<file path="config.mk">
export PLATFORM = sky130hd
export DESIGN_NAME = char_motion_ctl
export DESIGN_NICKNAME = d
export VERILOG_FILES = /design/src/rtl/char_motion_ctl.sv
export SDC_FILE = /design/constraint.sdc
export NUM_CORES = 1
export LEC_CHECK = 0
export ABC_AREA = 1
export ABC_CLOCK_PERIOD_IN_PS = 2400
export BUFFER_PORTS_ARGS = -buffer_cell sky130_fd_sc_hd__buf_2
export CAP_MARGIN = 40
export CORE_AREA = 2 2 101 103
export DETAILED_ROUTE_END_ITERATION = 10
export DIE_AREA = 0 0 103 105
export SLEW_MARGIN = 30
export SYNTH_ARGS = -nofsm -noshare
export SYNTH_HDL_FRONTEND = slang
export SYNTH_SLANG_ARGS = --single-unit
</file>
<file path="constraint.sdc">
create_clock -name clk -period 2.4 [get_ports clk]
set_input_delay 0.48 -clock clk [delete_from_list [all_inputs] [get_ports clk]]
set_output_delay 0.48 -clock clk [all_outputs]
set_load 0.05 [all_outputs]
</file>
<file path="src/rtl/char_motion_ctl.sv">
// Character motion stage: walk/jump/gravity per frame tick, feeds the platform/collision stage.
// Latency: one cycle after a frame_tick edge. No backpressure; outputs hold between ticks.
// Optional feature macro: DOUBLE_JUMP_EN (one extra jump while airborne).
module char_motion_ctl #(
    parameter int CHAR_HGT  = 48,
    parameter int START_X   = 100,
    parameter int START_Y   = 100,
    parameter int X_MIN     = 0,
    parameter int X_MAX     = 976,
    parameter int MOVE_STEP = 4,
    parameter int JUMP_VEL  = 14,
    parameter int GRAVITY   = 1,
    parameter int MAX_FALL  = 12
) (
    input  logic        clk,
    input  logic        rst,
    input  logic        frame_tick,
    input  logic        btn_left,
    input  logic        btn_right,
    input  logic        btn_jump,
    input  logic        on_ground,
    output logic [11:0] char_x,
    output logic [11:0] char_y,
    output logic [11:0] char_hgt,
    output logic        facing_left,
    output logic        airborne
);

    typedef enum logic [1:0] {
        ST_GROUND = 2'd0,
        ST_RISE   = 2'd1,
        ST_FALL   = 2'd2
    } state_t;

    localparam logic [5:0]  P_JUMP = 6'(JUMP_VEL);
    localparam logic [5:0]  P_GRAV = 6'(GRAVITY);
    localparam logic [5:0]  P_MAXF = 6'(MAX_FALL);
    localparam logic [11:0] P_JUMP_Y = 12'(JUMP_VEL);
    localparam logic [12:0] P_STEP = 13'(MOVE_STEP);
    localparam logic [12:0] P_XMIN = 13'(X_MIN);
    localparam logic [12:0] P_XMAX = 13'(X_MAX);

    state_t      r_state;
    logic [5:0]  r_vy;
    logic [11:0] r_x;
    logic [11:0] r_y;
    logic        r_facing;
    logic        r_airborne;
    logic        r_jump_prev;

    state_t      w_state_nxt;
    logic [5:0]  w_vy_nxt;
    logic [11:0] w_x_nxt;
    logic [11:0] w_y_nxt;
    logic        w_facing_nxt;
    logic        w_airborne_nxt;
    logic        w_jump_edge;
    logic        w_air_jump;
    logic [5:0]  w_vy_dec;
    logic [6:0]  w_vy_inc;
    logic [5:0]  w_vy_fall;
    logic [12:0] w_y_fall;
    logic [11:0] w_y_jump;
    logic [12:0] w_x_ext;
    logic [12:0] w_x_dec;
    logic [12:0] w_x_inc;

    assign w_jump_edge = btn_jump & ~r_jump_prev;
    assign w_vy_dec    = r_vy - P_GRAV;
    assign w_vy_inc    = {1'b0, r_vy} + {1'b0, P_GRAV};
    assign w_vy_fall   = (w_vy_inc > {1'b0, P_MAXF}) ? P_MAXF : w_vy_inc[5:0];
    assign w_y_fall    = {1'b0, r_y} + {7'd0, w_vy_fall};
    // A jump launched closer than JUMP_VEL to the top pins the character at row 0.
    assign w_y_jump    = (r_y < P_JUMP_Y) ? 12'd0 : (r_y - P_JUMP_Y);
    assign w_x_ext     = {1'b0, r_x};
    assign w_x_dec     = w_x_ext - P_STEP;
    assign w_x_inc     = w_x_ext + P_STEP;

`ifdef DOUBLE_JUMP_EN
    logic r_air_jump_avail;
    logic w_air_jump_avail_nxt;
    assign w_air_jump = w_jump_edge & r_air_jump_avail & (r_state != ST_GROUND);
`else
    assign w_air_jump = 1'b0;
`endif

    // State register: everything advances only on frame ticks.
    always_ff @(posedge clk) begin
        if (rst) begin
            r_state     <= ST_FALL;
            r_vy        <= 6'd0;
            r_x         <= 12'(START_X);
            r_y         <= 12'(START_Y);
            r_facing    <= 1'b0;
            r_airborne  <= 1'b1;
            r_jump_prev <= 1'b0;
`ifdef DOUBLE_JUMP_EN
            r_air_jump_avail <= 1'b1;
`endif
        end else if (frame_tick) begin
            r_state     <= w_state_nxt;
            r_vy        <= w_vy_nxt;
            r_x         <= w_x_nxt;
            r_y         <= w_y_nxt;
            r_facing    <= w_facing_nxt;
            r_airborne  <= w_airborne_nxt;
            r_jump_prev <= btn_jump;
`ifdef DOUBLE_JUMP_EN
            r_air_jump_avail <= w_air_jump_avail_nxt;
`endif
        end
    end

    // Next-state: vertical motion.
    always_comb begin
        w_state_nxt = r_state;
        w_vy_nxt    = r_vy;
        w_y_nxt     = r_y;
        if (w_air_jump) begin
            w_state_nxt = ST_RISE;
            w_vy_nxt    = P_JUMP;
            w_y_nxt     = w_y_jump;
        end else begin
            case (r_state)
                ST_GROUND: begin
                    if (w_jump_edge) begin
                        w_state_nxt = ST_RISE;
                        w_vy_nxt    = P_JUMP;
                        w_y_nxt     = w_y_jump;
                    end else if (!on_ground) begin
                        w_state_nxt = ST_FALL;
                        w_vy_nxt    = 6'd0;
                    end
                end
                ST_RISE: begin
                    if (r_vy <= P_GRAV) begin
                        w_state_nxt = ST_FALL;
                        w_vy_nxt    = 6'd0;
                    end else if (r_y < {6'd0, w_vy_dec}) begin
                        w_state_nxt = ST_FALL;
                        w_vy_nxt    = 6'd0;
                        w_y_nxt     = 12'd0;
                    end else begin
                        w_vy_nxt = w_vy_dec;
                        w_y_nxt  = r_y - {6'd0, w_vy_dec};
                    end
                end
                ST_FALL: begin
                    if (on_ground) begin
                        w_state_nxt = ST_GROUND;
                        w_vy_nxt    = 6'd0;
                    end else begin
                        w_vy_nxt = w_vy_fall;
                        w_y_nxt  = w_y_fall[12] ? 12'hFFF : w_y_fall[11:0];
                    end
                end
                default: begin
                    w_state_nxt = ST_FALL;
                    w_vy_nxt    = 6'd0;
                end
            endcase
        end
    end

    // Outputs: horizontal walk with clamping, airborne flag, air-jump credit.
    always_comb begin
        w_x_nxt        = r_x;
        w_facing_nxt   = r_facing;
        w_airborne_nxt = (w_state_nxt != ST_GROUND);
        if (btn_left && !btn_right) begin
            w_x_nxt      = (w_x_ext < P_XMIN + P_STEP) ? P_XMIN[11:0] : w_x_dec[11:0];
            w_facing_nxt = 1'b1;
        end else if (btn_right && !btn_left) begin
            w_x_nxt      = (w_x_inc > P_XMAX) ? P_XMAX[11:0] : w_x_inc[11:0];
            w_facing_nxt = 1'b0;
        end
`ifdef DOUBLE_JUMP_EN
        w_air_jump_avail_nxt = r_air_jump_avail;
        if (w_air_jump)
            w_air_jump_avail_nxt = 1'b0;
        if (w_state_nxt == ST_GROUND && r_state != ST_GROUND)
            w_air_jump_avail_nxt = 1'b1;
`endif
    end

    assign char_x      = r_x;
    assign char_y      = r_y;
    assign char_hgt    = 12'(CHAR_HGT);
    assign facing_left = r_facing;
    assign airborne    = r_airborne;

endmodule

</file>
# Yosys cells after proc, flatten, opt, wreduce, memory -nomap -nowiden
# Cells that the tools add are included.
[op_classes] n_lt_le_gt_ge=6 n_eq_ne=6 n_reduce_logical=11 add_sub_neg=7 muxes=26 n_bitwise=2
[op_table] cell="2-to-1 mux 12 bit" n=10
[op_table] cell="2-to-1 mux 6 bit" n=6
[op_table] cell="case mux 12 bit (3 select lines)" n=1
[op_table] cell="case mux 6 bit (3 select lines)" n=1
[op_table] cell="adder 12 x 3 -> 13 bit (second input constant)" n=1
[op_table] cell="adder 12 x 6 -> 13 bit" n=1
[op_table] cell="greater-than comparator 13 x 10 -> 1 bit (second input constant)" n=1
[op_table] cell="less-than comparator 12 x 3 -> 1 bit (second input constant)" n=1
[op_table] cell="less-than comparator 12 x 4 -> 1 bit (second input constant)" n=1
[op_table] cell="less-than comparator 12 x 6 -> 1 bit" n=1
[op_table] cell="subtractor 12 x 3 -> 12 bit (second input constant)" n=1
[op_table] cell="subtractor 12 x 4 -> 12 bit (second input constant)" n=1
[op_table] cell="subtractor 12 x 6 -> 12 bit" n=1
[op_table] cell="2-to-1 mux 2 bit" n=5
[op_table] cell="adder 6 x 1 -> 7 bit (second input constant)" n=1
[op_table] cell="greater-than comparator 7 x 4 -> 1 bit (second input constant)" n=1
[op_table] cell="less-or-equal comparator 6 x 1 -> 1 bit (second input constant)" n=1
[op_table] cell="inequality test 2 bit (second input constant)" n=3
[op_table] cell="case mux 2 bit (3 select lines)" n=1
[op_table] cell="subtractor 6 x 1 -> 6 bit (second input constant)" n=1
[op_table] cell="AND reduction 5 bit" n=1
[op_table] cell="AND reduction 2 bit" n=2
[op_table] cell="nonzero test 2 bit" n=2
[op_table] cell="inequality test 3 bit (second input constant)" n=1
[op_table] cell="other kinds (9)" n=12
[totals] register_bits=35

# Depth between registers and ports, before layout
[depth] ltp_word=7 ltp_mapped=21 ltp_nobuf=20

# Least setup slack after synthesis
# No wires, ideal clock.
[synth_timing] path_type="register to register" start="register r_vy[0]" end="register r_y[11] (netlist: char_y[11])" required_time_ps=2330 path_stages_with_launch=20 setup_time_ps=70 period_less_slack_ps=2639 setup_slack_ps=-239 t_arrival_ps=2569 path_buffers=1 path_cell_list="dfxtp_1 -> ha_1 -> nand3_1 -> o21ai_0 -> a21oi_1 -> nand2_1 -> nor2_1 -> ha_1 -> inv_1 -> fa_1 -> nor2_1 -> o21ai_1 -> nand2_1 -> nand2_1 -> buf_2 -> nand3_1 -> nand2_1 -> nand2_1 -> nand2_1 -> a21oi_1"
[synth_via] elab_chain_cells=7 elab_cells_between_ends=15 classes_between="add/sub: 4; order compare: 3; eq/ne: 1; mux: 6; reduce/logical: 1"
[synth_rtl] element="start, declared" line="44" text="logic [5:0] r_vy;"
[synth_rtl] element="start signal, assigned" line="102" text="r_vy <= w_vy_nxt;"
[synth_rtl] element="adder 6 x 1 -> 7 bit" line="70" text="assign w_vy_inc = {1'b0, r_vy} + {1'b0, P_GRAV};"
[synth_rtl] element="greater-than comparator 7 x 4 -> 1 bit" line="71" text="assign w_vy_fall = (w_vy_inc > {1'b0, P_MAXF}) ? P_MAXF : w_vy_inc[5:0];"
[synth_rtl] element="2-to-1 mux 6 bit" line="71"
[synth_rtl] element="adder 12 x 6 -> 13 bit" line="72" text="assign w_y_fall = {1'b0, r_y} + {7'd0, w_vy_fall};"
[synth_rtl] element="2-to-1 mux 12 bit" line="154" text="w_y_nxt = w_y_fall[12] ? 12'hFFF : w_y_fall[11:0];"
[synth_rtl] element="2-to-1 mux 12 bit" line="149" text="if (on_ground) begin"
[synth_rtl] element="case mux 12 bit (3 select lines)" line="124" text="case (r_state)"
[synth_rtl] element="end signal, assigned" line="93" text="r_y <= 12'(START_Y);"
[synth_rtl] element="end signal, assigned" line="104" text="r_y <= w_y_nxt;"
[synth_rtl] element="end, declared" line="46" text="logic [11:0] r_y;"
# Parallel ways exist; a longest one is shown, timed or not. The select of a mux whose other input is x is not followed.
# A chain may end at the register's enable or synchronous reset.

# Final worst setup path
[layout_timing] start="register r_vy[0]" end="register r_y[0] (netlist: char_y[0])"
# Same word-level chain as after synthesis.

==> impl_metrics.ini <==
[power]
p_per_area_nw_per_um2 = 476.3
comb_power_share_pct = 50.8
internal_power_mw = 1.181
p_clk_share_pct = 18.2
switching_share_pct = 46.36
power.switching_mw = 1.020
power_leakage_nw = 2.426
seq_power_share_pct = 31.0
ir_drop_mv = 0.2944

[global_route]
grt_usage_pct = 20.27
antenna_found_initial = 0
grt_pass1_vias = 3794
gr-total-overflow = 0
grt_pass1_wl_mm = 17.94
grt_start_max_net_pins = 22

[critical_path]
cp-end-kind = flop
path_common_cell = nand2_1
crit_family = simple AND/OR/NAND/NOR gates
cpMaxStageDelayCell = dfxtp_4
critical_path_peak_fanout = 6
critical_path_arrival_ps = 2720
worst_ep_required_time_ps = 2620
critPathKind = flop to flop
path_cells = ha_4, nand3_4, o21ai_2, a21oi_2, nand2_1, nor2_2, ha_2, inv_2, fa_2, nor2_2, o21ai_2, nand2_2, nand2_4, nand2_1, nand2_1, o21ai_1, nand2_1, a21oi_1
max_stage_delay_ps = 370
critPathLaunchType = flop
path_buf_inv = 1

[worst_hold_path]
hold_class = flop to flop

[layout]
antennaDiodeCount = 0
multi_input_area_um2 = 2830
fin_nets = 734
drive_gt1_share_pct = 22.57
area_growth_pct = 24.26
fillCellCount = 1064
seq_area_um2 = 673.1

[synthesis]
synth_top_area_share_pct = 18.67
synth_edf_count = 0
yosys_most_used_dff = dfxtp_1
muxShareOfSynthArea_pct = 0
synth-compound-area-share_pct = 13.39
synth_top_family_by_area = simple AND/OR/NAND/NOR gates
yosysSeqAreaShare_pct = 17.77
synth_cell_types = 36
synth_cells = 628
synth_warnings = 0
synthTopCellsByArea = nand2_1 (19%), dfxtp_1 (18%), inv_1 (8.7%)
synth_async_sr_flop_share_pct = 0
yosys.area.top_type = nand2_1
ys_ff_latch = 33
avgSynthCellArea_um2 = 5.921
synthAdderAreaFrac_pct = 9.152
netlist_area_um2 = 3719
synthSimpleGateAreaFrac_pct = 39.20
synth_xor_area_share_pct = 6.359

[clock_network]
clock_sinks = 33
cts_max_level = 2
path_clk_slew_ps = 70
cts_buffer_depth = 2
clkLatencyLatePin_ps = 290
cts_tree = built
root_buffer = clkbuf_8
cts_buffers = 5

[outcome]
violations = setup timing
status = finished, violations left

[floorplan]
die_w_um = 103
floorplan.rows = 36
initial_core_util_pct = 38.58
dieArea_um2 = 10820
core-area_um2 = 9639
die_h_um = 105
ios = 45

[route]
drt_iter0_markers = 195
vias = 4157
via_per_inst = 4.990
final_antenna_net_count = 0
drc = 0
dr.pass1.iters = 5
wirelength_mm = 10.90
wl_per_cell_um = 13.09

[timing]
fmax_ghz = 0.3998
timing.final.crit_period_ps = 2501
totalNegativeSetupSlack_ps = -804.0
drv_slew = 0
worstMarginPinSlew_ps = 716.4
rsz0062_at_grt = true
slew-limit-headroom_pct = 51.87
post-route-period-util_pct = 104.2
hold_violations = 0
skew_ps = 5.788
holdWs_ps = 466.4
layout_setup_ws_ps = -101.1
finalSetupViolCount = 14

[flow_run]
drv_cap = 0

[placed_design]
dpl.hpwl_mm = 8.521
io_buffers = 30
globalplace.congestion = 0.8783
-- layout make-up --
| cell class | count | share of cell area, % |
|---|---|---|
| Tap cell | 133 | 3.601 |
| Timing Repair Buffer | 80 | 11.62 |
| Multi-Input combinational cell | 491 | 61.25 |
| Clock buffer | 5 | 1.489 |
| Sequential cell | 33 | 14.57 |
| Inverter | 90 | 7.365 |
| Clock inverter | 1 | 0.1083 |
-- per-stage QoR --
stage	std cells	total power, mW	cell area [um^2]	setup slack [ps]	util, %
floorplan	642	1.450	3809	-5.500	-
CTS	833	2.185	4533	-97.55	47.03
finish	833	2.201	4621	-101.1	47.94
global placement	819	1.710	4262	-144.1	44.21
global route	833	2.367	4621	-259.0	47.94
detailed placement	819	1.721	4262	-217.1	44.21
-- cell usage in the layout, fill, tap and decap left out, types with 2 or more instances in the layout --
cell type and count:
buf_6 3, xnor2_2 2, ha_4 5, buf_4 47, clkbuf_8 5, xnor2_1 5
buf_2 30, o21ai_0 30, nor3_1 6, nand2_1 180, nor3_4 3, ha_2 4
o21ai_2 3, nand3b_1 2, or2_2 2, a21oi_1 44, nor2_1 42, nor2_2 6
dfxtp_4 3, inv_2 7, ha_1 15, nand3_2 11, xor2_1 19, nand2_2 4
fa_2 2, a21oi_2 5, nand3_1 46, inv_1 82, dfxtp_1 29, o211ai_1 4
conb_1 16, nand4_1 13, o21ai_1 5, nand2_4 5, nor2_4 4
-- worst reg2reg max path, stage by stage (launching register included) --
cell and delay (ps):
dfxtp_4 370, ha_4 180, nand3_4 70, o21ai_2 60, a21oi_2 120, nand2_1 80, nor2_2 110, ha_2 200
inv_2 40, fa_2 360, nor2_2 140, o21ai_2 70, nand2_2 120, nand2_4 100, nand2_1 100, nand2_1 50
o21ai_1 80, nand2_1 70, a21oi_1 110
-- power by group through the flow --
stage / Combinational, mW / Sequential, mW / Clock, mW
2_1_floorplan: 0.667 / 0.783 / 0
3_3_place_gp: 1.02 / 0.689 / 0
3_5_place_dp: 1.03 / 0.691 / 0
4_1_cts: 1.09 / 0.682 / 0.414
5_1_grt: 1.24 / 0.693 / 0.437
6_report: 1.12 / 0.683 / 0.401
-- worst paths after layout --
path | from | to | slack [ps] | cells past startpoint
hold / removal | r_jump_prev | r_jump_prev | 470 | 2
hold reg to reg | r_jump_prev | r_jump_prev | 470 | 2
setup / recovery | r_vy[0] | char_y[0] | -100 | 18
setup reg to reg | r_vy[0] | char_y[0] | -100 | 18
-- cells in the mapped netlist (2+ instances only) --
cell type	number
buf_4	17
nand3_2	3
nor3_2	2
clkbuf_1	5
o211ai_1	4
nand4_1	13
inv_2	4
a21oi_1	49
nor3_4	2
o21ai_0	33
dfxtp_1	33
o21ai_1	5
xnor2_1	7
inv_1	86
nand2_2	2
ha_1	24
nor2_4	4
nor2_1	46
conb_1	2
fa_1	2
buf_2	5
nor2_2	2
nor3_1	6
nand3b_1	2
xor2_1	20
or2_2	2
nand3_1	55
nand2_1	185
-- cell families (layout without fill, tap and decap cells) --
| group | Yosys count | after routing |
|---|---|---|
| other cells | 2 | 16 |
| simple gates | 327 | 328 |
| xor+xnor | 27 | 27 |
| compound gates | 94 | 94 |
| buf+inv | 119 | 176 |
| fa+ha+maj | 26 | 26 |
| flops | 33 | 33 |
-- layer usage --
metal  GRT usage [%]  share of wire [%]  up-vias
met5               0                  0        -
met4           3.195               0.80        0
met3           2.274                3.1        9
met2           33.67                 48       81
met1           28.45                 48     1940
li1                -                  -     2127
-- timing repair --
action,CTS,global route
pin swaps,16,11
endpoints found under the setup margin,20,21
gates resized for setup,37,18
gates cloned,1,0
buffers inserted,7,0
hold buffers,0,0
-- registers in the layout (all words and copies together) (netlist names) --
register and flops:
facing_left 1, char_y 12, r_state 2, char_x 10, r_vy 6, r_jump_prev 1
airborne 1
No activity file was read; power rests on OpenSTA's default activity.
